### config.mk
export PLATFORM = sky130hd
export DESIGN_NAME = rect_fall_ctl_flat
export DESIGN_NICKNAME = d
export VERILOG_FILES = /design/src/rtl/rect_fall_ctl_pkg.sv /design/src/rtl/vga_pkg.sv /design/src/rtl/rect_fall_ctl_if.sv /design/src/rtl/rect_fall_ctl_edge_rise.sv /design/src/rtl/rect_fall_ctl.sv /design/src/flat_wrapper.sv
export SDC_FILE = /design/constraint.sdc
export NUM_CORES = 1
export LEC_CHECK = 0
export ABC_AREA = 1
export BUFFER_PORTS_ARGS = -buffer_cell sky130_fd_sc_hd__buf_4
export CAP_MARGIN = 5
export CORE_MARGIN = 2
export CORE_UTILIZATION = 55
export CTS_BUF_LIST = sky130_fd_sc_hd__clkbuf_8
export CTS_CLUSTER_DIAMETER = 120
export DETAILED_ROUTE_END_ITERATION = 8
export GPL_TIMING_DRIVEN = 0
export PLACE_DENSITY = 0.8
export RECOVER_POWER = 25
export SLEW_MARGIN = 0
export SYNTH_ARGS = -nofsm -noshare
export SYNTH_HDL_FRONTEND = slang
export SYNTH_HIERARCHICAL = 1
export SYNTH_SLANG_ARGS = --single-unit
export TNS_END_PERCENT = 20
### constraint.sdc
create_clock -name clk -period 5.61 [get_ports clk]
set_input_delay 1.122 -clock clk [delete_from_list [all_inputs] [get_ports clk]]
set_output_delay 1.122 -clock clk [all_outputs]
set_load 0.02 [all_outputs]
### src/rtl/rect_fall_ctl_pkg.sv
// Constants and helpers for the rectangle fall/bounce sequencer.
package rect_fall_ctl_pkg;

   localparam int POS_W = 12;         // pixel coordinate width

   // Motion defaults; velocities are in 1/16 px per frame.
   localparam int DEF_GRAVITY    = 4;
   localparam int DEF_VMAX       = 512;
   localparam int DEF_DAMP_SHIFT = 2;
   localparam int DEF_STOP_VEL   = 16;

   // Saturate a pixel coordinate at an upper limit.
   function automatic logic [POS_W-1:0] clamp_px(input logic [POS_W-1:0] v,
                                                 input logic [POS_W-1:0] lim);
      return (v > lim) ? lim : v;
   endfunction

endpackage

### src/rtl/vga_pkg.sv
// Screen geometry shared by the VGA timing chain and the overlay draw stages.
package vga_pkg;

   localparam int HOR_PIXELS = 800;   // visible pixels per line
   localparam int VER_PIXELS = 600;   // visible lines per frame
   localparam int RECT_W     = 48;    // overlay rectangle width, px
   localparam int RECT_H     = 64;    // overlay rectangle height, px

endpackage

### src/rtl/rect_fall_ctl_if.sv
// Mouse-in / rectangle-position-out bundle for the rectangle sequencer.
interface rect_fall_ctl_if;
   import rect_fall_ctl_pkg::*;

   logic             vblnk;
   logic [POS_W-1:0] mouse_xpos;
   logic [POS_W-1:0] mouse_ypos;
   logic             mouse_left;
   logic [POS_W-1:0] rect_x_position;
   logic [POS_W-1:0] rect_y_position;
   logic             falling;

   // Timing chain / mouse side drives the inputs and reads the position.
   modport master (
      output vblnk, mouse_xpos, mouse_ypos, mouse_left,
      input  rect_x_position, rect_y_position, falling
   );

   // The sequencer itself.
   modport slave (
      input  vblnk, mouse_xpos, mouse_ypos, mouse_left,
      output rect_x_position, rect_y_position, falling
   );

endinterface

### src/rtl/rect_fall_ctl_edge_rise.sv
// Registered rising-edge detector: one-cycle pulse in the cycle the input goes high.
module edge_rise (
   input  logic clk,
   input  logic rst_n,
   input  logic din,
   output logic pulse
);

   logic din_q;

   // Remember the input level from the previous cycle.
   always_ff @(posedge clk or negedge rst_n) begin
      if (!rst_n) din_q <= 1'b0;
      else        din_q <= din;
   end

   assign pulse = din & ~din_q;

endmodule

### src/rtl/rect_fall_ctl.sv
// Rectangle overlay sequencer: tracks the mouse, drops with gravity on click,
// bounces on the floor with damping and rests until the next click.
// All position updates happen once per frame, at the vblank rising edge.
module rect_fall_ctl
   import vga_pkg::*;
   import rect_fall_ctl_pkg::*;
#(
   parameter int SCREEN_W   = HOR_PIXELS,
   parameter int SCREEN_H   = VER_PIXELS,
   parameter int GRAVITY    = DEF_GRAVITY,
   parameter int VMAX       = DEF_VMAX,
   parameter int DAMP_SHIFT = DEF_DAMP_SHIFT,
   parameter int STOP_VEL   = DEF_STOP_VEL
) (
   input  logic           clk,
   input  logic           rst_n,
   rect_fall_ctl_if.slave bus
);

   typedef enum logic [1:0] {TRACK, FALL, LANDED} state_t;

   localparam int FLOOR = SCREEN_H - RECT_H;
   localparam int XMAX  = SCREEN_W - RECT_W;

   localparam logic [POS_W-1:0]   XMAX_PX  = POS_W'(XMAX);
   localparam logic [POS_W-1:0]   FLOOR_PX = POS_W'(FLOOR);
   localparam logic [15:0]        FLOOR_FX = 16'(FLOOR * 16);
   localparam logic signed [17:0] FLOOR_S  = 18'(FLOOR * 16);
   localparam logic signed [17:0] GRAV_S   = 18'(GRAVITY);
   localparam logic signed [17:0] VMAX_S   = 18'(VMAX);
   localparam logic signed [17:0] STOP_S   = 18'(STOP_VEL);

   state_t             state_reg, state_next;
   logic [POS_W-1:0]   x_reg, x_next;
   logic [15:0]        y_fx_reg, y_fx_next;     // Q12.4 vertical position
   logic signed [12:0] vel_reg, vel_next;       // 1/16 px/frame, positive = down
   logic               click_pend_reg, click_pend_next;

   logic               tick;
   logic               click_pulse;
   logic               click_take;
   logic signed [17:0] v1, yn, mag, damp;

   edge_rise u_vblnk_edge (
      .clk   (clk),
      .rst_n (rst_n),
      .din   (bus.vblnk),
      .pulse (tick)
   );

   edge_rise u_click_edge (
      .clk   (clk),
      .rst_n (rst_n),
      .din   (bus.mouse_left),
      .pulse (click_pulse)
   );

   // A click arriving in the tick cycle itself still counts for that tick.
   assign click_take = click_pend_reg | click_pulse;

   // Sequencer state and motion registers.
   always_ff @(posedge clk or negedge rst_n) begin
      if (!rst_n) begin
         state_reg      <= TRACK;
         x_reg          <= '0;
         y_fx_reg       <= '0;
         vel_reg        <= '0;
         click_pend_reg <= 1'b0;
      end else begin
         state_reg      <= state_next;
         x_reg          <= x_next;
         y_fx_reg       <= y_fx_next;
         vel_reg        <= vel_next;
         click_pend_reg <= click_pend_next;
      end
   end

   // Next-state and per-frame motion update; nothing moves outside a tick.
   always_comb begin
      state_next      = state_reg;
      x_next          = x_reg;
      y_fx_next       = y_fx_reg;
      vel_next        = vel_reg;
      click_pend_next = click_take;

      // Gravity step with terminal-velocity clamp, then candidate position.
      v1 = $signed({{5{vel_reg[12]}}, vel_reg}) + GRAV_S;
      if (v1 > VMAX_S) v1 = VMAX_S;
      yn   = $signed({2'b00, y_fx_reg}) + v1;
      mag  = (v1 < 0) ? -v1 : v1;
      damp = mag - (mag >>> DAMP_SHIFT);

      if (tick) begin
         // A pending click is consumed by every tick, used or not.
         click_pend_next = 1'b0;
         case (state_reg)
            TRACK: begin
               x_next    = clamp_px(bus.mouse_xpos, XMAX_PX);
               y_fx_next = {clamp_px(bus.mouse_ypos, FLOOR_PX), 4'b0000};
               vel_next  = '0;
               if (click_take) state_next = FALL;
            end
            FALL: begin
               if (yn >= FLOOR_S) begin
                  y_fx_next = FLOOR_FX;
                  if (damp < STOP_S) begin
                     vel_next   = '0;
                     state_next = LANDED;
                  end else begin
                     vel_next = 13'(-damp);
                  end
               end else if (yn < 0) begin
                  y_fx_next = '0;
                  vel_next  = '0;
               end else begin
                  y_fx_next = yn[15:0];
                  vel_next  = 13'(v1);
               end
            end
            LANDED: begin
               if (click_take) state_next = TRACK;
            end
            default: state_next = TRACK;
         endcase
      end
   end

   assign bus.rect_x_position = x_reg;
   assign bus.rect_y_position = y_fx_reg[15:4];
   assign bus.falling         = (state_reg == FALL);

endmodule

### src/flat_wrapper.sv
// flat-port wrapper written by rule: the top's interface ports become plain ports
module rect_fall_ctl_flat import vga_pkg::*; import rect_fall_ctl_pkg::*;
#(
   parameter int SCREEN_W   = HOR_PIXELS,
   parameter int SCREEN_H   = VER_PIXELS,
   parameter int GRAVITY    = DEF_GRAVITY,
   parameter int VMAX       = DEF_VMAX,
   parameter int DAMP_SHIFT = DEF_DAMP_SHIFT,
   parameter int STOP_VEL   = DEF_STOP_VEL
)
  (clk, rst_n, bus_vblnk, bus_mouse_xpos, bus_mouse_ypos, bus_mouse_left, bus_rect_x_position, bus_rect_y_position, bus_falling);
  rect_fall_ctl_if bus_i ();
  input  logic clk;
  input  logic rst_n;
  input wire logic [$bits(bus_i.vblnk)-1:0] bus_vblnk;
  input wire logic [$bits(bus_i.mouse_xpos)-1:0] bus_mouse_xpos;
  input wire logic [$bits(bus_i.mouse_ypos)-1:0] bus_mouse_ypos;
  input wire logic [$bits(bus_i.mouse_left)-1:0] bus_mouse_left;
  output wire logic [$bits(bus_i.rect_x_position)-1:0] bus_rect_x_position;
  output wire logic [$bits(bus_i.rect_y_position)-1:0] bus_rect_y_position;
  output wire logic [$bits(bus_i.falling)-1:0] bus_falling;
  assign bus_i.vblnk = bus_vblnk;
  assign bus_i.mouse_xpos = bus_mouse_xpos;
  assign bus_i.mouse_ypos = bus_mouse_ypos;
  assign bus_i.mouse_left = bus_mouse_left;
  assign bus_rect_x_position = bus_i.rect_x_position;
  assign bus_rect_y_position = bus_i.rect_y_position;
  assign bus_falling = bus_i.falling;
  rect_fall_ctl #(.SCREEN_W(SCREEN_W), .SCREEN_H(SCREEN_H), .GRAVITY(GRAVITY), .VMAX(VMAX), .DAMP_SHIFT(DAMP_SHIFT), .STOP_VEL(STOP_VEL)) u_core (.clk(clk), .rst_n(rst_n), .bus(bus_i));
endmodule
Word level (Yosys, flattened, before mapping). Cells that the tools add are included.

Register bits after elaboration: 46. Input bits: 28. Output and inout port bits: 25. Logic and storage cells: 52.

$add $sub $neg: 5. $lt $le $gt $ge: 7. Equality and inequality tests: 6. Multiplexer cells: 17. Bitwise logic cells: 5. Reduce and logical (&&, ||, !) cells: 5.

Operators by type and width (number): $mux 13 (3); $lt 18x1->1 const B (2); $mux 18 (2); $mux 16 (2); $pmux 16 s2 (1); $pmux 13 s2 (1); $gt 12x10->1 const B (2); $mux 12 (2); $add 17x18->18 (1); $ge 18x15->1 const B (1); $gt 18x11->1 const B (1); $lt 18x6->1 const B (1); $neg 18->18 (1); $sub 18x16->18 (1); $add 13x4->14 const B (1); $neg 13->13 (1); $mux 2 (4); $ne 2x1->1 const B (4); $pmux 2 s3 (1); $reduce_and 5->1 (1); $reduce_and 2->1 (2); $and 1x1->1 (2); $eq 2x1->1 const B (1); $eq 2x2->1 const B (1); other kinds (5) (6).

Depth between registers and ports, before layout.
Word-level depth: 10. Mapped depth: 41.

Modules after synthesis. The synthesis kept the hierarchy.

Modules (own cells, without submodules): rect_fall_ctl (times used 1, cells an instance 788, area each 5083.6 sq um, sequential area each 1101.1 sq um); edge_rise (times used 2, cells an instance 3, area each 35.0 sq um, sequential area each 25.0 sq um).

Worst setup path before layout. Ideal clock, no wire load.

Kind: register to register. From: register u_core.vel_reg[2]. To: register u_core.vel_reg[10]. Arrival: 4.592 ns. Data required time: 5.480 ns. Setup slack: 0.887 ns. Stages on the path, launching flop included: 39. Path buffers: 2. Period minus slack after synthesis: 4.723 ns. Cell sequence: dfrtp_1 > ha_1 > nand2_2 > nor2_1 > nand2_1 > nand2_1 > nand2_1 > inv_2 > nand2_2 > nor2_2 > nand2_2 > nand2_4 > buf_6 > inv_2 > nor2_1 > inv_1 > ha_1 > or2_2 > [... 3 more ...] > nor2_1 > a211oi_1 > nor2_1 > nand2_1 > nand2_1 > nand2_1 > nand2_2 > nor2_4 > nand3_1 > nor2_1 > nand2_1 > nor2_2 > nand3_2 > nand2_2 > nand2_2 > buf_6 > nand2_1 > o21ai_1.

Longest elaborated chain between the ends: 10. Elaborated cells between the ends (all ways): 16. Classes of those cells: 5 x add/sub; 5 x order compare; 6 x mux.

RTL lines: start, declared (line rect_fall_ctl.sv:36) `logic signed [12:0] vel_reg, vel_next;`; start signal, assigned (line rect_fall_ctl.sv:73) `vel_reg <= vel_next;`; $add 13x4->14 * (line rect_fall_ctl.sv:87) `v1 = $signed({{5{vel_reg[12]}}, vel_reg}) + GRAV_S;`; $gt 18x11->1 (line rect_fall_ctl.sv:88) `if (v1 > VMAX_S) v1 = VMAX_S;`; $mux 18 * (line rect_fall_ctl.sv:88); $neg 18->18 or $lt 18x1->1 (tied branches) (line rect_fall_ctl.sv:90) `mag = (v1 < 0) ? -v1 : v1;`; $mux 18 (line rect_fall_ctl.sv:90); $sub 18x16->18 (line rect_fall_ctl.sv:91) `damp = mag - (mag >>> DAMP_SHIFT);`; $lt 18x6->1 or $neg 13->13 (tied branches) (line rect_fall_ctl.sv:106, rect_fall_ctl.sv:110); $mux 13 (line rect_fall_ctl.sv:106) `if (damp < STOP_S) begin`; $mux 13 * (line rect_fall_ctl.sv:104) `if (yn >= FLOOR_S) begin`; $pmux 13 s2 * (line rect_fall_ctl.sv:96) `case (state_reg)`.

Every way passes the cells marked *; elsewhere a longest branch is shown, timed or not. A chain may end at the register's enable or synchronous reset.

Worst setup path after layout.
From: register u_core.vel_reg[2]. To: register u_core.vel_reg[4].

Same word-level chain as after synthesis.

==> qor_table.md <==
| Metric | Reported | Unit |
|---|---|---|
| Failing checks | capacitance limit, slew limit | - |
| Proportion of synthesized chip area in sequential cells | 0.223 | - |
| Clock tree from TritonCTS | yes | - |
| Number of filler instances in the final layout | 840 | - |
| Biggest area consumer among synthesized cells | dfrtp_1 | - |
| Final Cell Area | 5990 | um^2 |
| Overflow left after global routing | 0 | - |
| Routed via count | 5398 | - |
| Total track usage | 0.273 | - |
| Weighted congestion reported at the end of routability-driven placement | 0.923 | - |
| Final net count | 934 | - |
| Count of cell types in the netlist | 49 | - |
| Number of max-slew violations in the final report | 47 | - |
| Headroom to the max-slew limit | -0.632 | - |
| Required time at the worst-slack endpoint | 5.86 | ns |
| Leading post-synthesis cells by cell area | dfrtp_1 22%, nand2_1 14%, ha_1 8.0% | - |
| Chip Width | 101 | um |
| Number of buffers inserted during clock tree synthesis | 5 | - |
| Remaining DRCs | 0 | - |
| Peak clock frequency supported by timing | 186 | MHz |
| Number of antenna violations at the first check in global routing | 0 | - |
| EDFF count, synth | 0 | - |
| Area growth from synthesis to final layout | 16.2 | % |
| Kind of start point of the critical path | register | - |
| Worst Skew | 0.00586 | ns |
| Hpwl dp | 10900 | um |
| Clock slew seen by the registers of the worst setup and hold paths | 0.09 | ns |
| Number of buffer cells added on primary ports | 52 | - |
| Via count of the first global-routing pass | 5041 | - |
| Routed vias/inst | 5.49 | - |
| HP Class | reg2reg | - |
| Ratio of cells with drive above 1 in the final layout | 0.225 | - |
| Post-layout minimum cycle time | 5.36 | ns |
| Ant diodes | 0 | - |
| Slowest CP cell | dfrtp_2 | - |
| Number of clock sinks | 46 | - |
| Summed instance area of the synthesized netlist | 5150 | um^2 |
| Transition time at the pin with the least slew margin | 2.45 | ns |
| Outcome | complete, but fails checks | - |
| Wire length of the first global-routing pass | 22500 | um |
| Worst Path Class, Setup | reg2reg | - |
| Synth top area share | 0.223 | - |
| Number of violations of the max-capacitance limit | 1 | - |
| Core ar. | 9150 | um^2 |
| Most frequent cell on the critical path | nand2_1 | - |
| Main flop type after synthesis | dfrtp_1 | - |
| Die ar. | 10200 | um^2 |
| Count of routing violations after the opening detailed-route iteration | 252 | - |
| Period utilisation layout | 0.956 | - |
| Number of core rows | 35 | - |
| CTS Buffer Depth | 2 | - |
| Placement-stage cell area | 5710 | um^2 |
| Largest register FFs | 16 | - |
| Total routed wirelength | 13600 | um |
| Endpoint class of the critical path | register | - |
| Remaining antenna violation count after routing | 0 | - |
| Mean instance size in the synthesized netlist | 6.49 | um^2 |
| Worst endpoint data arrival time | 5.62 | ns |
| WHS | 0.500 | ns |
| Total of endpoints with negative setup slack in the final report | 0 | - |
| Number of failing hold endpoints at the final stage | 0 | - |
| Number of instances in the synthesized netlist | 794 | - |
| Share of flip-flops with an asynchronous set or reset | 1.00 | - |
| Largest fanout on the critical path | 10 | - |
| Number of top-level design ports | 53 | - |
| Latest clock arrival within the worst-skew pair | 0.30 | ns |
| Root Driver | clkbuf_8 | - |
| Maximum cell stage delay along the critical path | 0.43 | ns |
| Drt pass-1 iters | 5 | - |
| Initial core utilization | 0.563 | - |
| FF+latch count, synth | 46 | - |
| Number of warnings printed during yosys synthesis | 6 | - |
| Routed wirelength normalized by instance count | 13.9 | um |
| Height of the die | 101 | um |
| Count of H-tree levels built during CTS | 2 | - |
| Maximum number of pins on one net before global-route repair | 47 | - |
per-stage QoR:
step | cells | setup slack [ns] | utilization | TNS (ns)
final | 983 | 0.245 | 0.654 | 0
after global routing | 983 | -0.0897 | 0.654 | -0.432
after CTS | 971 | 0.0208 | 0.638 | 0
after detailed placement | 963 | -0.207 | 0.623 | -2.21
after global placement | 963 | 0.00297 | 0.623 | 0
after floorplan | 800 | 0.887 | - | 0
critical path, delay by kind of cell (launching register included):
family,cells,cell delay (ns)
adders and majority gates,3,0.88
and+or+nand+nor,23,2.09
xor gates and xnor gates,1,0.15
DFF,1,0.43
AOI/OAI and AO/OA,6,1.03
buffers and inverters,5,0.75
per-layer routing:
layer,vias to the layer above,GRT usage,share of wire
met1,2465,0.341,0.43
li1,2729,-,-
met4,0,0.0822,0.016
met2,182,0.497,0.50
met3,22,0.0236,0.047
met5,-,0,0
cells in the mapped netlist (3+ instances only):
library cell    n
nand2_4         5
inv_1          97
nand3_1        57
a211oi_1        3
nand4_1        15
a21oi_1        47
xor2_1         12
nand3b_1        3
dfrtp_1        46
a31oi_1         8
xnor2_1        12
buf_4          12
ha_1           33
nand2_1       192
o21ai_0        36
inv_2          15
nor2_1         72
nor3_1          7
nand3_2        12
o21ai_1        19
nor2_2         12
clkbuf_1        8
buf_2           4
nand2_2        25
o211ai_1        3
o21ai_2         3
cell type report:
cell class	instances	area [um^2]	area share
Multi-Input combinational cell	613	3510	0.586
Sequential cell	46	1150	0.193
Timing Repair Buffer	64	473	0.0790
Inverter	115	434	0.0725
Buffer	26	166	0.0278
Tap cell	111	139	0.0232
Clock buffer	5	68.8	0.0115
Clock inverter	3	43.8	0.00731
cells in the final DEF, fill, tap and decap left out, types with 3 or more instances in the layout:
master / synthesis / routed
a21oi_1: 47 / 45
a21oi_2: 1 / 3
a31oi_1: 8 / 7
buf_2: 4 / 4
buf_4: 12 / 73
clkbuf_1: 8 / 9
clkbuf_8: 0 / 5
conb_1: 2 / 8
dfrtp_1: 46 / 44
ha_1: 33 / 32
inv_1: 97 / 96
inv_2: 15 / 16
nand2_1: 192 / 190
nand2_2: 25 / 27
nand2_4: 5 / 5
nand3_1: 57 / 56
nand3_2: 12 / 13
nand3b_1: 3 / 3
nand4_1: 15 / 15
nor2_1: 72 / 66
nor2_2: 12 / 16
nor2_4: 2 / 4
nor3_1: 7 / 7
o211ai_1: 3 / 3
o21ai_0: 36 / 33
o21ai_1: 19 / 20
o21ai_2: 3 / 5
xnor2_1: 12 / 12
xor2_1: 12 / 11
logic make-up (layout without fill, tap and decap cells):
logic type,after synthesis,in the layout,share of synthesized area
xor gates and xnor gates,25,25,0.0439
buffers and inverters,141,213,0.116
and+or+nand+nor,410,410,0.376
AOI/OAI and AO/OA,135,135,0.152
DFF,46,46,0.223
other,2,8,0.00146
adders and majority gates,35,35,0.0879
repair_timing:
action / 4_1_cts / 5_1_grt
hold buffers: 0 / 0
setup buffers: 0 / 12
gates resized for setup: 6 / 24
pin swaps: 0 / 5
endpoints found under the setup margin: 17 / 29
path summary, 6_finish.rpt:
path	start	to	slack [ns]	cells past startpoint
max	u_core/vel_reg[2]	u_core/vel_reg[4]	0.25	38
max reg2reg	u_core/vel_reg[2]	u_core/vel_reg[4]	0.25	38
min in group asynchronous	rst_n	u_core/vel_reg[3]	1.56	1
min reg2reg	u_core/bus.rect_x_position[10]	u_core/bus.rect_x_position[10]	0.50	2
min	u_core/bus.rect_x_position[10]	u_core/bus.rect_x_position[10]	0.50	2
max in group asynchronous	rst_n	u_core/vel_reg[2]	2.49	1
Power is not shown: default switching activity piles up to over one toggle a cycle in this logic, so the estimate is an artifact.
